`src/rtl/operand_unpacker_if.sv`:
```
// operand_unpacker_if: operand-pair input stream and unpacked-field output stream.
// master drives operands and consumes fields; slave is the unpacker.
interface operand_unpacker_if #(
  parameter int TAG_WIDTH = 4
);
  logic                 in_valid;
  logic                 in_ready;
  logic [31:0]          in_operand_a;
  logic [31:0]          in_operand_b;
  logic [TAG_WIDTH-1:0] in_tag;

  logic                 out_valid;
  logic                 out_ready;
  logic                 operand_sign_a;
  logic                 operand_sign_b;
  logic [7:0]           operand_exponent_a;
  logic [7:0]           operand_exponent_b;
  logic [23:0]          operand_fraction_a;
  logic [23:0]          operand_fraction_b;
  logic [4:0]           class_a;
  logic [4:0]           class_b;
  logic [TAG_WIDTH-1:0] out_tag;

  modport master (
    output in_valid,
    output in_operand_a,
    output in_operand_b,
    output in_tag,
    input  in_ready,
    input  out_valid,
    output out_ready,
    input  operand_sign_a,
    input  operand_sign_b,
    input  operand_exponent_a,
    input  operand_exponent_b,
    input  operand_fraction_a,
    input  operand_fraction_b,
    input  class_a,
    input  class_b,
    input  out_tag
  );

  modport slave (
    input  in_valid,
    input  in_operand_a,
    input  in_operand_b,
    input  in_tag,
    output in_ready,
    output out_valid,
    input  out_ready,
    output operand_sign_a,
    output operand_sign_b,
    output operand_exponent_a,
    output operand_exponent_b,
    output operand_fraction_a,
    output operand_fraction_b,
    output class_a,
    output class_b,
    output out_tag
  );
endinterface

```
`src/rtl/operand_unpacker.sv`:
```
// operand_unpacker: 2-stage IEEE-754 single operand-pair field/class decoder.
// Build macro DENORMAL_FLUSH_EN: denormal inputs leave as signed zero.
module operand_unpacker #(
  parameter int TAG_WIDTH = 4
) (
  input logic               clk,
  input logic               reset_n,
  operand_unpacker_if.slave bus
);

  typedef struct packed {
    logic        sign;
    logic [7:0]  exp;
    logic [23:0] frac;
    logic [4:0]  cls;
  } fields_t;

  localparam logic [4:0] CLS_SNAN = 5'b10000;
  localparam logic [4:0] CLS_QNAN = 5'b01000;
  localparam logic [4:0] CLS_INF  = 5'b00100;
  localparam logic [4:0] CLS_DEN  = 5'b00010;
  localparam logic [4:0] CLS_ZERO = 5'b00001;

  function automatic fields_t decode(
    input logic [31:0] x
  );
    fields_t     r;
    logic [22:0] f;
    logic        e_zero;
    logic        e_max;
    logic        f_zero;
    f      = x[22:0];
    e_zero = (x[30:23] == 8'h00);
    e_max  = (x[30:23] == 8'hFF);
    f_zero = (f == 23'd0);
    r.sign = x[31];
    r.exp  = x[30:23];
    r.frac = {!e_zero, f};
    r.cls  = 5'b00000;
    unique case (1'b1)
      e_zero && f_zero: r.cls = CLS_ZERO;
      e_zero && !f_zero: begin
`ifdef DENORMAL_FLUSH_EN
        r.cls  = CLS_ZERO;
        r.frac = 24'd0;
`else
        r.cls  = CLS_DEN;
`endif
      end
      e_max && f_zero: r.cls = CLS_INF;
      e_max && f[22]: r.cls = CLS_QNAN;
      e_max && !f[22] && !f_zero: r.cls = CLS_SNAN;
      default: r.cls = 5'b00000;
    endcase
    return r;
  endfunction

  logic                 s1_valid_q;
  logic                 s1_valid_d;
  logic [31:0]          s1_a_q;
  logic [31:0]          s1_a_d;
  logic [31:0]          s1_b_q;
  logic [31:0]          s1_b_d;
  logic [TAG_WIDTH-1:0] s1_tag_q;
  logic [TAG_WIDTH-1:0] s1_tag_d;

  logic                 s2_valid_q;
  logic                 s2_valid_d;
  fields_t              s2_a_q;
  fields_t              s2_a_d;
  fields_t              s2_b_q;
  fields_t              s2_b_d;
  logic [TAG_WIDTH-1:0] s2_tag_q;
  logic [TAG_WIDTH-1:0] s2_tag_d;

  logic                 s1_accept;
  logic                 s2_accept;

  // Each stage refills whenever the stage after it is draining.
  always_comb begin
    s2_accept  = !s2_valid_q || bus.out_ready;
    s1_accept  = !s1_valid_q || s2_accept;

    s1_valid_d = s1_valid_q;
    s1_a_d     = s1_a_q;
    s1_b_d     = s1_b_q;
    s1_tag_d   = s1_tag_q;
    if (s1_accept) begin
      s1_valid_d = bus.in_valid;
      if (bus.in_valid) begin
        s1_a_d   = bus.in_operand_a;
        s1_b_d   = bus.in_operand_b;
        s1_tag_d = bus.in_tag;
      end
    end

    s2_valid_d = s2_valid_q;
    s2_a_d     = s2_a_q;
    s2_b_d     = s2_b_q;
    s2_tag_d   = s2_tag_q;
    if (s2_accept) begin
      s2_valid_d = s1_valid_q;
      if (s1_valid_q) begin
        s2_a_d   = decode(s1_a_q);
        s2_b_d   = decode(s1_b_q);
        s2_tag_d = s1_tag_q;
      end
    end
  end

  always_ff @(posedge clk) begin
    if (!reset_n) begin
      s1_valid_q <= 1'b0;
      s1_a_q     <= '0;
      s1_b_q     <= '0;
      s1_tag_q   <= '0;
      s2_valid_q <= 1'b0;
      s2_a_q     <= '0;
      s2_b_q     <= '0;
      s2_tag_q   <= '0;
    end else begin
      s1_valid_q <= s1_valid_d;
      s1_a_q     <= s1_a_d;
      s1_b_q     <= s1_b_d;
      s1_tag_q   <= s1_tag_d;
      s2_valid_q <= s2_valid_d;
      s2_a_q     <= s2_a_d;
      s2_b_q     <= s2_b_d;
      s2_tag_q   <= s2_tag_d;
    end
  end

  assign bus.in_ready           = s1_accept;
  assign bus.out_valid          = s2_valid_q;
  assign bus.operand_sign_a     = s2_a_q.sign;
  assign bus.operand_sign_b     = s2_b_q.sign;
  assign bus.operand_exponent_a = s2_a_q.exp;
  assign bus.operand_exponent_b = s2_b_q.exp;
  assign bus.operand_fraction_a = s2_a_q.frac;
  assign bus.operand_fraction_b = s2_b_q.frac;
  assign bus.class_a            = s2_a_q.cls;
  assign bus.class_b            = s2_b_q.cls;
  assign bus.out_tag            = s2_tag_q;

endmodule

```
`src/flat_wrapper.sv`:
```
// flat-port wrapper written by rule: the top's interface ports become plain ports
module operand_unpacker_flat 
#(
  parameter int TAG_WIDTH = 4
)
  (clk, reset_n, bus_in_valid, bus_in_operand_a, bus_in_operand_b, bus_in_tag, bus_in_ready, bus_out_valid, bus_out_ready, bus_operand_sign_a, bus_operand_sign_b, bus_operand_exponent_a, bus_operand_exponent_b, bus_operand_fraction_a, bus_operand_fraction_b, bus_class_a, bus_class_b, bus_out_tag);
  operand_unpacker_if #(.TAG_WIDTH(TAG_WIDTH)) bus_i ();
  input logic clk;
  input logic reset_n;
  input wire logic [$bits(bus_i.in_valid)-1:0] bus_in_valid;
  input wire logic [$bits(bus_i.in_operand_a)-1:0] bus_in_operand_a;
  input wire logic [$bits(bus_i.in_operand_b)-1:0] bus_in_operand_b;
  input wire logic [$bits(bus_i.in_tag)-1:0] bus_in_tag;
  output wire logic [$bits(bus_i.in_ready)-1:0] bus_in_ready;
  output wire logic [$bits(bus_i.out_valid)-1:0] bus_out_valid;
  input wire logic [$bits(bus_i.out_ready)-1:0] bus_out_ready;
  output wire logic [$bits(bus_i.operand_sign_a)-1:0] bus_operand_sign_a;
  output wire logic [$bits(bus_i.operand_sign_b)-1:0] bus_operand_sign_b;
  output wire logic [$bits(bus_i.operand_exponent_a)-1:0] bus_operand_exponent_a;
  output wire logic [$bits(bus_i.operand_exponent_b)-1:0] bus_operand_exponent_b;
  output wire logic [$bits(bus_i.operand_fraction_a)-1:0] bus_operand_fraction_a;
  output wire logic [$bits(bus_i.operand_fraction_b)-1:0] bus_operand_fraction_b;
  output wire logic [$bits(bus_i.class_a)-1:0] bus_class_a;
  output wire logic [$bits(bus_i.class_b)-1:0] bus_class_b;
  output wire logic [$bits(bus_i.out_tag)-1:0] bus_out_tag;
  assign bus_i.in_valid = bus_in_valid;
  assign bus_i.in_operand_a = bus_in_operand_a;
  assign bus_i.in_operand_b = bus_in_operand_b;
  assign bus_i.in_tag = bus_in_tag;
  assign bus_in_ready = bus_i.in_ready;
  assign bus_out_valid = bus_i.out_valid;
  assign bus_i.out_ready = bus_out_ready;
  assign bus_operand_sign_a = bus_i.operand_sign_a;
  assign bus_operand_sign_b = bus_i.operand_sign_b;
  assign bus_operand_exponent_a = bus_i.operand_exponent_a;
  assign bus_operand_exponent_b = bus_i.operand_exponent_b;
  assign bus_operand_fraction_a = bus_i.operand_fraction_a;
  assign bus_operand_fraction_b = bus_i.operand_fraction_b;
  assign bus_class_a = bus_i.class_a;
  assign bus_class_b = bus_i.class_b;
  assign bus_out_tag = bus_i.out_tag;
  operand_unpacker #(.TAG_WIDTH(TAG_WIDTH)) u_core (.clk(clk), .reset_n(reset_n), .bus(bus_i));
endmodule
```
`config.mk`:
```
export PLATFORM = sky130hd
export DESIGN_NAME = operand_unpacker_flat
export DESIGN_NICKNAME = d
export VERILOG_FILES = /design/src/rtl/operand_unpacker_if.sv /design/src/rtl/operand_unpacker.sv /design/src/flat_wrapper.sv
export SDC_FILE = /design/constraint.sdc
export NUM_CORES = 1
export LEC_CHECK = 0
export BUFFER_PORTS_ARGS = -buffer_cell sky130_fd_sc_hd__buf_2
export CAP_MARGIN = 20
export CELL_PAD_IN_SITES_DETAIL_PLACEMENT = 1
export CELL_PAD_IN_SITES_GLOBAL_PLACEMENT = 1
export CORE_UTILIZATION = 37
export CTS_BUF_LIST = sky130_fd_sc_hd__clkbuf_16
export DETAILED_ROUTE_END_ITERATION = 7
export GPL_TIMING_DRIVEN = 0
export PLACE_DENSITY = 0.8
export SYNTH_ARGS = -nofsm -noshare
export SYNTH_HDL_FRONTEND = slang
export SYNTH_SLANG_ARGS = --single-unit
```
`constraint.sdc`:
```
create_clock -name clk -period 1.5 [get_ports clk]
set_input_delay 0.15 -clock clk [delete_from_list [all_inputs] [get_ports clk]]
set_output_delay 0.15 -clock clk [all_outputs]
set_load 0.005 [all_outputs]
```
==> impl_metrics.csv, run 1 <==
group,metric,value,unit
sta,fmax,686,MHz
sta,rsz0062_at_grt,"true",
clock_network,ctsRootBufferMaster,"clkbuf_16",
status,status,"finished with violations",
floorplan,start_util,0.382,
hold_path,hold-path-cell-count,3,
sta,drv_slew,0,
power_and_ir_drop,power_switching,2.18,mW
yosys,syn-cell-area,5340,um^2
routing,drt-total-wl,19100,um
clock_network,cts_tree,"yes",
clock_network,clock_sinks,150,
critical_path,cp.arrival,1.80,ns
grt,grt_pass1_wl,29400,um
routing,first_pass_iters,4,
final_layout,layout_common_cells,"nand2_1 (277), buf_2 (160), dfxtp_1 (148), a21oi_1 (137), dlygate4sd3_1 (59)",
place,dp.final_hpwl,12900,um
critical_path,worstPathRequired,1.84,ns
final_layout,layout.nets,982,
critical_path,crit_path_start_kind,"register",
critical_path,reg2reg_slack,0.04,ns
power_and_ir_drop,p_leak,3.22,nW
critical_path,crit_path_max_incr_delay,0.36,ns
final_layout,final_util,0.542,
place,port_buffers,153,
clock_network,cts_buffers,17,
sta,setup_ws,0.0420,ns
yosys,syn_area_per_cell,7.90,um^2
flow_run,maxCapViolCount,0,
routing,route.vias.total,5552,
power_and_ir_drop,irDropWorstVdd,787,uV
floorplan,die_y,122,um
grt,grt.total_usage,0.260,
grt,grt.overflow.total,0,
yosys,synth_seq_cells,150,
sta,slew-limit-headroom,0.613,
yosys,syn_inst,676,
sta,worst_pin_slew,0.581,ns
sta,min_period,1.46,ns
critical_path,crit_path_end_kind,"register",
critical_path,path_max_fanout,3,
critical_path,cp_cell_sequence,"nor4_4 > nand4_1 > or2_2 > o21ai_1",
sta,hold_viol_final,1,
final_layout,design_area,7580,um^2
power_and_ir_drop,internal-power,6.57,mW
clock_network,path_clk_slew,0.06,ns
final_layout,stdcell_count,1106,
sta,finalCritPeriodShare,0.972,
clock_network,insertion_delay,0.42,ns
place,post-place-ws,-0.191,ns
yosys,syn_nets,748,
power_and_ir_drop,combPwrFrac,0.102,
yosys,yosysSeqAreaShare,0.562,
floorplan,io-pin-count,154,
grt,antenna_found_initial,3,
hold_path,hold_end,"u_core.s1_b_q[29]",
yosys,synth_warnings,0,
power_and_ir_drop,clock_power_share,0.408,
floorplan,core,14000,um^2
clock_network,cts_max_level,4,
grt,grt_pass1_vias,5817,
critical_path,rr_worst_depth,4,
power_and_ir_drop,p_sw_frac,0.249,
sta,clock_skew,0.00419,ns
hold_path,worstHoldStart,"bus_in_operand_b[29]",
final_layout,drive_gt1_frac,0.246,
clock_network,clockBufferDepth,2,
sta,hold_slack,-0.00641,ns
grt,grt_max_degree,17,
place,globalplace.congestion,0.802,
floorplan,dieWidth,122,um
final_layout,layout_commonest_cell,"nand2_1",
routing,drtIter0Drc,266,
critical_path,path_class,"reg -> reg",
critical_path,reg2reg_from,"u_core.s1_a_q[2]",
floorplan,dieArea,14900,um^2
routing,drc_errors,0,
yosys,ys_types,27,
critical_path,reg2reg_to,"u_core.bus.class_a[0]",
critical_path,crit_path_top_delay_cell,"dfxtp_1",
hold_path,hold_path_class,"in -> reg",
power_and_ir_drop,seqPwrFrac,0.490,
sta,setup_viol,0,
floorplan,rows,43,
final_layout,areaGrowthSynthToFinish,42.0,%
routing,vias_per_cell,5.02,
routing,wl_per_cell,17.2,um
place,placed_cell_area,6330,um^2
sta,fin_tns_setup,0,ns
place,placed_cells_incl_taps,1009,
final_layout,fillCellCount,1732,
power_and_ir_drop,p_per_area,1150,nW/um^2
routing,final_antenna_net_count,0,
status,violations,"negative hold slack",
[logic make-up (layout without fill, tap and decap cells)]
family	count (synthesis)	in the layout	share of synthesized area
AO/OA/AOI/OAI	153	153	0.149
other	0	4	0
AND/OR/NAND/NOR	324	324	0.248
buffers and inverters	49	295	0.0408
flip-flops	150	150	0.562
[Yosys cell counts]
master / n / share of area
nand3b_1: 2 / 0.0028
nor3_1: 2 / 0.0019
o21ai_1: 4 / 0.0037
nor2b_4: 1 / 0.0026
buf_2: 18 / 0.017
nand2_1: 278 / 0.20
nor2_1: 5 / 0.0035
nor2b_1: 1 / 0.0012
dfxtp_1: 150 / 0.56
buf_1: 9 / 0.0063
nand3_1: 9 / 0.0084
o41ai_2: 2 / 0.0061
o31ai_1: 1 / 0.0014
inv_2: 1 / 0.00070
nand4_1: 8 / 0.0094
a21oi_2: 1 / 0.0016
o21ai_0: 4 / 0.0037
nor4b_1: 1 / 0.0016
nand2b_1: 1 / 0.0012
clkbuf_1: 17 / 0.012
inv_1: 1 / 0.00070
a31oi_1: 2 / 0.0023
a21oi_1: 139 / 0.13
nor4_1: 14 / 0.016
or3_4: 1 / 0.0021
or2_2: 1 / 0.0012
buf_4: 3 / 0.0042
[worst max path at each step]
stage,slack [ns],to,cells after the start,startpoint
floorplan,0.13,u_core.bus.class_b[4],5,u_core.bus.out_valid
global placement,-0.16,u_core.bus.class_a[2],4,u_core.s1_a_q[0]
detailed placement,-0.19,u_core.s1_a_q[26],5,reset_n
CTS,0.004,u_core.bus.operand_fraction_b[14],6,u_core.bus.out_valid
global route,-0.02,u_core.bus.operand_fraction_b[15],5,u_core.bus.out_valid
finish,0.04,u_core.bus.class_a[0],4,u_core.s1_a_q[2]
[stage by stage]
| step | power [mW] | hold WS [ns] |
|---|---|---|
| after CTS | 8.71 | 0.000107 |
| after global routing | 9.07 | 0.000817 |
| after floorplan | 4.71 | 0.286 |
| after global placement | 5.01 | 0.394 |
| after detailed placement | 5.06 | 0.400 |
| final | 8.74 | -0.00641 |
[layer usage]
metal  vias up  part of all wire  GRT usage
met3        52             0.044     0.0534
met2       154              0.49      0.434
met1      2638              0.44      0.314
met4         0             0.035      0.136
li1       2708                 -          -
met5         -                 0          0
[timing repair]
action | 4_1_cts | 5_1_grt
pin swaps | 0 | 5
gates cloned | 0 | 0
endpoints found under the hold margin | 59 | 0
endpoints found under the setup margin | 127 | 110
gates resized for setup | 21 | 33
hold buffers | 59 | 0
setup buffers | 0 | 4
[registers in the layout, indices dropped and copies added (netlist names)]
name                           cells
u_core.s1_valid_q                  1
u_core.bus.class_a                 5
u_core.bus.operand_sign_b          1
u_core.s1_tag_q                    4
u_core.bus.out_tag                 4
u_core.bus.operand_fraction_a     24
u_core.bus.operand_exponent_b      8
u_core.bus.operand_exponent_a      8
u_core.s1_a_q                     32
u_core.bus.class_b                 5
u_core.bus.operand_sign_a          1
u_core.bus.out_valid               1
u_core.bus.operand_fraction_b     24
u_core.s1_b_q                     32
[power by group through the flow]
stage	registers [mW]	clock network, mW	logic, mW
final	4.29	3.57	0.890
after global routing	4.30	3.79	0.975
after CTS	4.27	3.59	0.851
after detailed placement	4.35	0	0.705
after global placement	4.34	0	0.671
after floorplan	4.32	0	0.391
[area by class of cell]
type	count	area [um^2]	share of cell area
diodes	4	10.0	0.00132
plain buffers	46	274	0.0361
multi-input cells	477	2190	0.289
inverters	2	7.51	0.000990
clock inverters	14	57.6	0.00759
well taps	180	225	0.0297
flip-flops and latches	150	3010	0.396
repair buffers	216	1390	0.183
clock buffers	17	425	0.0561
[critical path, delay by kind of cell, from the launching register on]
family	cells	cell delay, ns
simple gates	3	0.88
compound gates	1	0.14
flops	1	0.36
Note: power is estimated with default switching activity, not from simulation.
==> run 2, diff against run 1 <==
Settings changed: PLACE_DENSITY 0.8 to 0.81.
==> run 2 against run 1 <==
Effect of this change: wire length is 3.6% higher; the run ends with negative setup slack left; critical path depth is 1 higher; critical path type unchanged; sequential power hardly changed.
==> impl_metrics.csv, run 2 (synthesized netlist as in run 1, its figures left out) <==
group,metric,value,unit
grt,grt_pass1_vias,5984,
critical_path,reg2reg_to,"u_core.bus.operand_fraction_b[17]",
critical_path,cp.arrival,1.86,ns
routing,drtIter0Drc,257,
sta,drv_slew,0,
grt,grt.total_usage,0.273,
routing,route.vias.total,5657,
critical_path,path_class,"reg -> reg",
final_layout,layout.nets,989,
critical_path,crit_path_start_kind,"register",
critical_path,path_depth,5,
final_layout,layout_commonest_cell,"nand2_1",
power_and_ir_drop,power_switching,2.21,mW
sta,slew-limit-headroom,0.600,
floorplan,die_y,122,um
critical_path,worstSetupStartpoint,"u_core.bus.out_valid",
power_and_ir_drop,irDropWorstVdd,592,uV
floorplan,core,14000,um^2
critical_path,reg2reg_slack,-0.005,ns
grt,antenna_found_initial,4,
clock_network,clockBufferDepth,2,
sta,hold_viol_final,0,
clock_network,cts_tree,"yes",
critical_path,worstPathRequired,1.85,ns
sta,min_period,1.51,ns
power_and_ir_drop,seqPwrFrac,0.470,
routing,first_pass_iters,4,
status,status,"finished with violations",
final_layout,final_util,0.552,
flow_run,maxCapViolCount,0,
power_and_ir_drop,p_sw_frac,0.242,
final_layout,areaGrowthSynthToFinish,44.6,%
place,post-place-ws,-0.241,ns
sta,rsz0062_at_grt,"true",
routing,final_antenna_net_count,0,
clock_network,cts_max_level,4,
critical_path,path_max_fanout,10,
floorplan,dieArea,14900,um^2
critical_path,crit_buf_inv,1,
critical_path,cp_cell_sequence,"nor2b_4 > nor2b_2 > clkbuf_1 > nand2_1 > a21oi_1",
routing,vias_per_cell,5.09,
floorplan,start_util,0.382,
clock_network,path_clk_slew,0.06,ns
power_and_ir_drop,internal-power,6.92,mW
clock_network,insertion_delay,0.43,ns
power_and_ir_drop,p_leak,3.27,nW
critical_path,reg2reg_from,"u_core.bus.out_valid",
final_layout,drive_gt1_frac,0.240,
place,globalplace.congestion,0.819,
sta,setup_ws,-0.00523,ns
floorplan,io-pin-count,154,
critical_path,rr_worst_depth,5,
routing,drt-total-wl,19800,um
routing,wl_per_cell,17.8,um
place,dp.final_hpwl,13000,um
critical_path,crit_path_end_kind,"register",
sta,fmax,664,MHz
final_layout,seqCellArea,3010,um^2
critical_path,critPathCapture,"u_core.bus.operand_fraction_b[17]",
sta,setup_viol,1,
final_layout,multi_input_area,2200,um^2
hold_path,hold_path_class,"in -> reg",
grt,grt_pass1_wl,30500,um
power_and_ir_drop,finalPower,9.13,mW
clock_network,clock_sinks,150,
routing,drc_errors,0,
final_layout,layout_common_cells,"nand2_1 (277), buf_2 (153), dfxtp_1 (147), a21oi_1 (139), dlygate4sd3_1 (67)",
power_and_ir_drop,combPwrFrac,0.100,
final_layout,largestRegisters,"u_core.s1_a_q x32, u_core.s1_b_q x32",
grt,grt_max_degree,17,
sta,hold_slack,0.00964,ns
critical_path,crit_family,"simple AND/OR/NAND/NOR gates",
final_layout,fillCellCount,1752,
critical_path,crit_path_max_incr_delay,0.41,ns
sta,finalCritPeriodShare,1.00,
floorplan,rows,43,
floorplan,dieWidth,122,um
sta,clock_skew,0.00518,ns
grt,grt.overflow.total,0,
clock_network,cts_buffers,17,
place,port_buffers,153,
power_and_ir_drop,clock_power_share,0.429,
critical_path,crit_path_top_delay_cell,"clkbuf_1",
clock_network,ctsRootBufferMaster,"clkbuf_16",
status,violations,"negative setup slack",
sta,worst_pin_slew,0.594,ns
power_and_ir_drop,p_per_area,1180,nW/um^2
## run 2: changes by cell type in the layout (fill, tap and decap cells not counted), moves of 2 or more
| cell | before | now |
|---|---|---|
| a21oi_1 | 137 | 139 |
| a21oi_2 | 2 | 0 |
| buf_2 | 160 | 153 |
| buf_6 | 5 | 3 |
| bufinv_16 | 0 | 2 |
| clkbuf_1 | 9 | 11 |
| clkbuf_4 | 5 | 10 |
| clkinv_2 | 4 | 1 |
| dlygate4sd3_1 | 59 | 67 |
## run 2: worst min path at each step
stage | start | endpoint | cells after the start
2_1_floorplan | bus_in_operand_a[31] | u_core.s1_a_q[31] | 2
3_3_place_gp | bus_in_operand_b[31] | u_core.s1_b_q[31] | 3
3_5_place_dp | bus_in_tag[3] | u_core.s1_tag_q[3] | 3
4_1_cts | reset_n | u_core.bus.class_a[2] | 3
5_1_grt | bus_in_operand_b[2] | u_core.s1_b_q[2] | 3
6_report | bus_in_operand_b[2] | u_core.s1_b_q[2] | 3
## run 2: layer usage
layer,routed length (um),global-route usage,vias to the layer above
li1,-,-,2718
met1,8370,0.324,2718
met2,9770,0.462,173
met3,1040,0.0595,46
met4,569,0.138,2
met5,13,0,-
## run 2: repair_timing
action,in CTS,in global routing
endpoints found under the setup margin,106,119
setup buffers,0,3
pin swaps,0,7
resized for setup,20,39
hold buffers,67,0
hold endpoints to repair,67,0
## run 2: cell type report
class	instances	share of cell area
sequential	150	0.389
tap	180	0.0292
multi-input combinational	477	0.285
timing repair buffer	223	0.189
clock inverter	14	0.0138
inverter	2	0.000972
buffer	46	0.0368
clock buffer	17	0.0551
antenna	3	0.000972
## run 2: power groups by stage
stage	combinational, mW	clock [mW]	sequential, mW
floorplan	0.391	0	4.32
global placement	0.672	0	4.34
detailed placement	0.704	0	4.35
CTS	0.868	3.97	4.28
global route	1.00	4.13	4.30
finish	0.917	3.92	4.29
## run 2: worst min-delay path, stage by stage
cell and delay (ns):
buf_2 0.11, nand2_1 0.05, a21oi_1 0.07
## run 2: per-stage QoR
stage | TNS [ns] | cells | cell area [um^2]
after floorplan | 0 | 676 | 5340
after global placement | -7.57 | 1009 | 6330
after detailed placement | -16.60 | 1009 | 6330
after CTS | 0 | 1107 | 7610
after global routing | -0.423 | 1112 | 7720
final | -0.00523 | 1112 | 7720
==> run 3, diff against run 2 <==
Settings changed: CORE_ASPECT_RATIO set to 1.75, PLACE_DENSITY 0.81 to 0.77.
==> run 3 against run 2 <==
Effect of this change: the run now ends clean; fmax increased by 4.0%; worst setup slack improved by 0.058 ns; count of clock-buffer cells in the layout unchanged; wire length decreased by 3.0%; register-to-register slack improved by 0.06 ns; die area increased by 0.13%; sequential share of layout area decreased by 0.27 points; non-clock buffer count unchanged; final cell count decreased by 0.54%; combinational power about the same; sequential power about the same; critical path type unchanged; largest power group is now clock.
==> impl_metrics.csv, run 3 (synthesized netlist as in run 1, its figures left out) <==
group,metric,value,unit
hold_path,hold_path_class,"in -> reg",
critical_path,reg2reg_to,"u_core.bus.class_b[4]",
routing,wl_per_cell,17.3,um
critical_path,crit_path_start_kind,"register",
routing,first_pass_iters,4,
final_layout,drive_gt1_frac,0.252,
final_layout,layout_common_cells,"nand2_1 (277), buf_2 (156), dfxtp_1 (148), a21oi_1 (138), dlygate4sd3_1 (66)",
critical_path,crit_path_end_kind,"register",
place,post-place-ws,-0.284,ns
grt,grt_max_degree,17,
sta,hold_viol_final,0,
floorplan,io-pin-count,154,
clock_network,cts_tree,"yes",
critical_path,reg2reg_slack,0.05,ns
power_and_ir_drop,finalPower,9.63,mW
clock_network,cts_buffers,17,
critical_path,rr_worst_depth,5,
floorplan,die_y,161,um
clock_network,ctsRootBufferMaster,"clkbuf_16",
floorplan,start_util,0.382,
grt,grt_pass1_vias,6047,
place,globalplace.congestion,0.805,
floorplan,rows,57,
critical_path,cp_cell_sequence,"nor2b_4 > nand2b_1 > buf_6 > or3_4 > o41ai_2",
sta,drv_slew,0,
sta,setup_viol,0,
sta,finalCritPeriodShare,0.965,
critical_path,crit_path_top_delay_cell,"or3_4",
power_and_ir_drop,p_per_area,1240,nW/um^2
floorplan,dieWidth,92.8,um
routing,drc_errors,0,
routing,drtIter0Drc,215,
final_layout,layout.nets,989,
grt,grt.total_usage,0.263,
routing,final_antenna_net_count,0,
sta,rsz0062_at_grt,"true",
routing,drt-total-wl,19200,um
sta,setup_ws,0.0527,ns
sta,min_period,1.45,ns
sta,clock_skew,0.00934,ns
critical_path,path_max_fanout,8,
power_and_ir_drop,p_leak,3.28,nW
sta,worst_pin_slew,0.644,ns
routing,vias_per_cell,5.05,
clock_network,insertion_delay,0.42,ns
grt,grt.overflow.total,0,
critical_path,worstPathRequired,1.83,ns
critical_path,critPathCapture,"u_core.bus.class_b[4]",
clock_network,path_clk_slew,0.06,ns
critical_path,cp.arrival,1.78,ns
status,status,"finished, final reports clean",
critical_path,crit_path_max_incr_delay,0.40,ns
critical_path,reg2reg_from,"u_core.bus.out_valid",
power_and_ir_drop,irDropWorstVdd,736,uV
floorplan,core,14000,um^2
sta,slew-limit-headroom,0.571,
final_layout,areaGrowthSynthToFinish,45.7,%
sta,fmax,691,MHz
clock_network,clockBufferDepth,2,
final_layout,diodes,0,
critical_path,path_class,"reg -> reg",
floorplan,dieArea,14900,um^2
grt,grt_pass1_wl,30000,um
place,dp.final_hpwl,13400,um
clock_network,cts_max_level,4,
final_layout,layout_commonest_cell,"nand2_1",
critical_path,worstSetupStartpoint,"u_core.bus.out_valid",
clock_network,clock_sinks,150,
final_layout,largestRegisters,"u_core.s1_a_q x32, u_core.s1_b_q x32",
routing,route.vias.total,5588,
place,port_buffers,153,
grt,antenna_found_initial,0,
flow_run,maxCapViolCount,0,
run 3: metal layers:
layer	routed length (um)	global-route usage	part of all wire	vias to the layer above
met5	0	0	0	-
met3	876	0.0663	0.046	44
li1	-	-	-	2716
met4	632	0.113	0.033	0
met1	6790	0.246	0.35	2664
met2	10900	0.516	0.57	164
run 3: how the worst min path moves through the flow:
stage	cells past startpoint	from	end	slack, ns
2_1_floorplan	2	bus_in_operand_a[31]	u_core.s1_a_q[31]	0.29
5_1_grt	3	bus_in_operand_b[3]	u_core.s1_b_q[3]	0.009
6_report	3	bus_in_operand_b[23]	u_core.s1_b_q[23]	0.01
3_3_place_gp	3	bus_in_operand_b[29]	u_core.s1_b_q[29]	0.39
3_5_place_dp	3	bus_in_operand_a[15]	u_core.s1_a_q[15]	0.40
4_1_cts	3	bus_in_operand_b[3]	u_core.s1_b_q[3]	0.006
run 3: metrics by stage:
stage,area [um^2],instances,utilization,TNS (ns),hold WS (ns)
6_report,7780,1106,0.557,0,0.0139
5_1_grt,7780,1106,0.557,-0.0707,0.00882
4_1_cts,7670,1104,0.549,-0.0240,0.00558
3_5_place_dp,6330,1006,0.453,-12.88,0.399
3_3_place_gp,6330,1006,0.453,-8.95,0.394
2_1_floorplan,5340,676,-,0,0.286
run 3: where the power goes:
group	leakage (nW)	total, mW	internal [mW]	switching, mW
Combinational	1.76	0.915	0.415	0.500
Sequential	1.23	4.27	4.14	0.132
Clock	0.294	4.44	2.76	1.68
Total	3.28	9.63	7.32	2.31
run 3: final cells by class:
cell class                      count  area, um^2
Fill cell                        1736        6200
Buffer                             47         295
Timing Repair Buffer              222        1450
Sequential cell                   150        3010
Clock buffer                       17         425
Tap cell                          177         221
Multi-Input combinational cell    477        2190
Clock inverter                     14         186
Inverter                            2        7.51
run 3: critical path: cells and delay by family, from the launching register on:
family,cells,cell delay [ns]
compound gates,1,0.19
simple gates,3,0.69
buf+inv,1,0.15
flops,1,0.33
run 3: repair_timing:
item | CTS | global route
pin swaps | 2 | 4
buffers inserted | 1 | 2
hold buffers | 66 | 0
endpoints found under the hold margin | 66 | 0
endpoints found under the setup margin | 118 | 126
resized for setup | 20 | 34
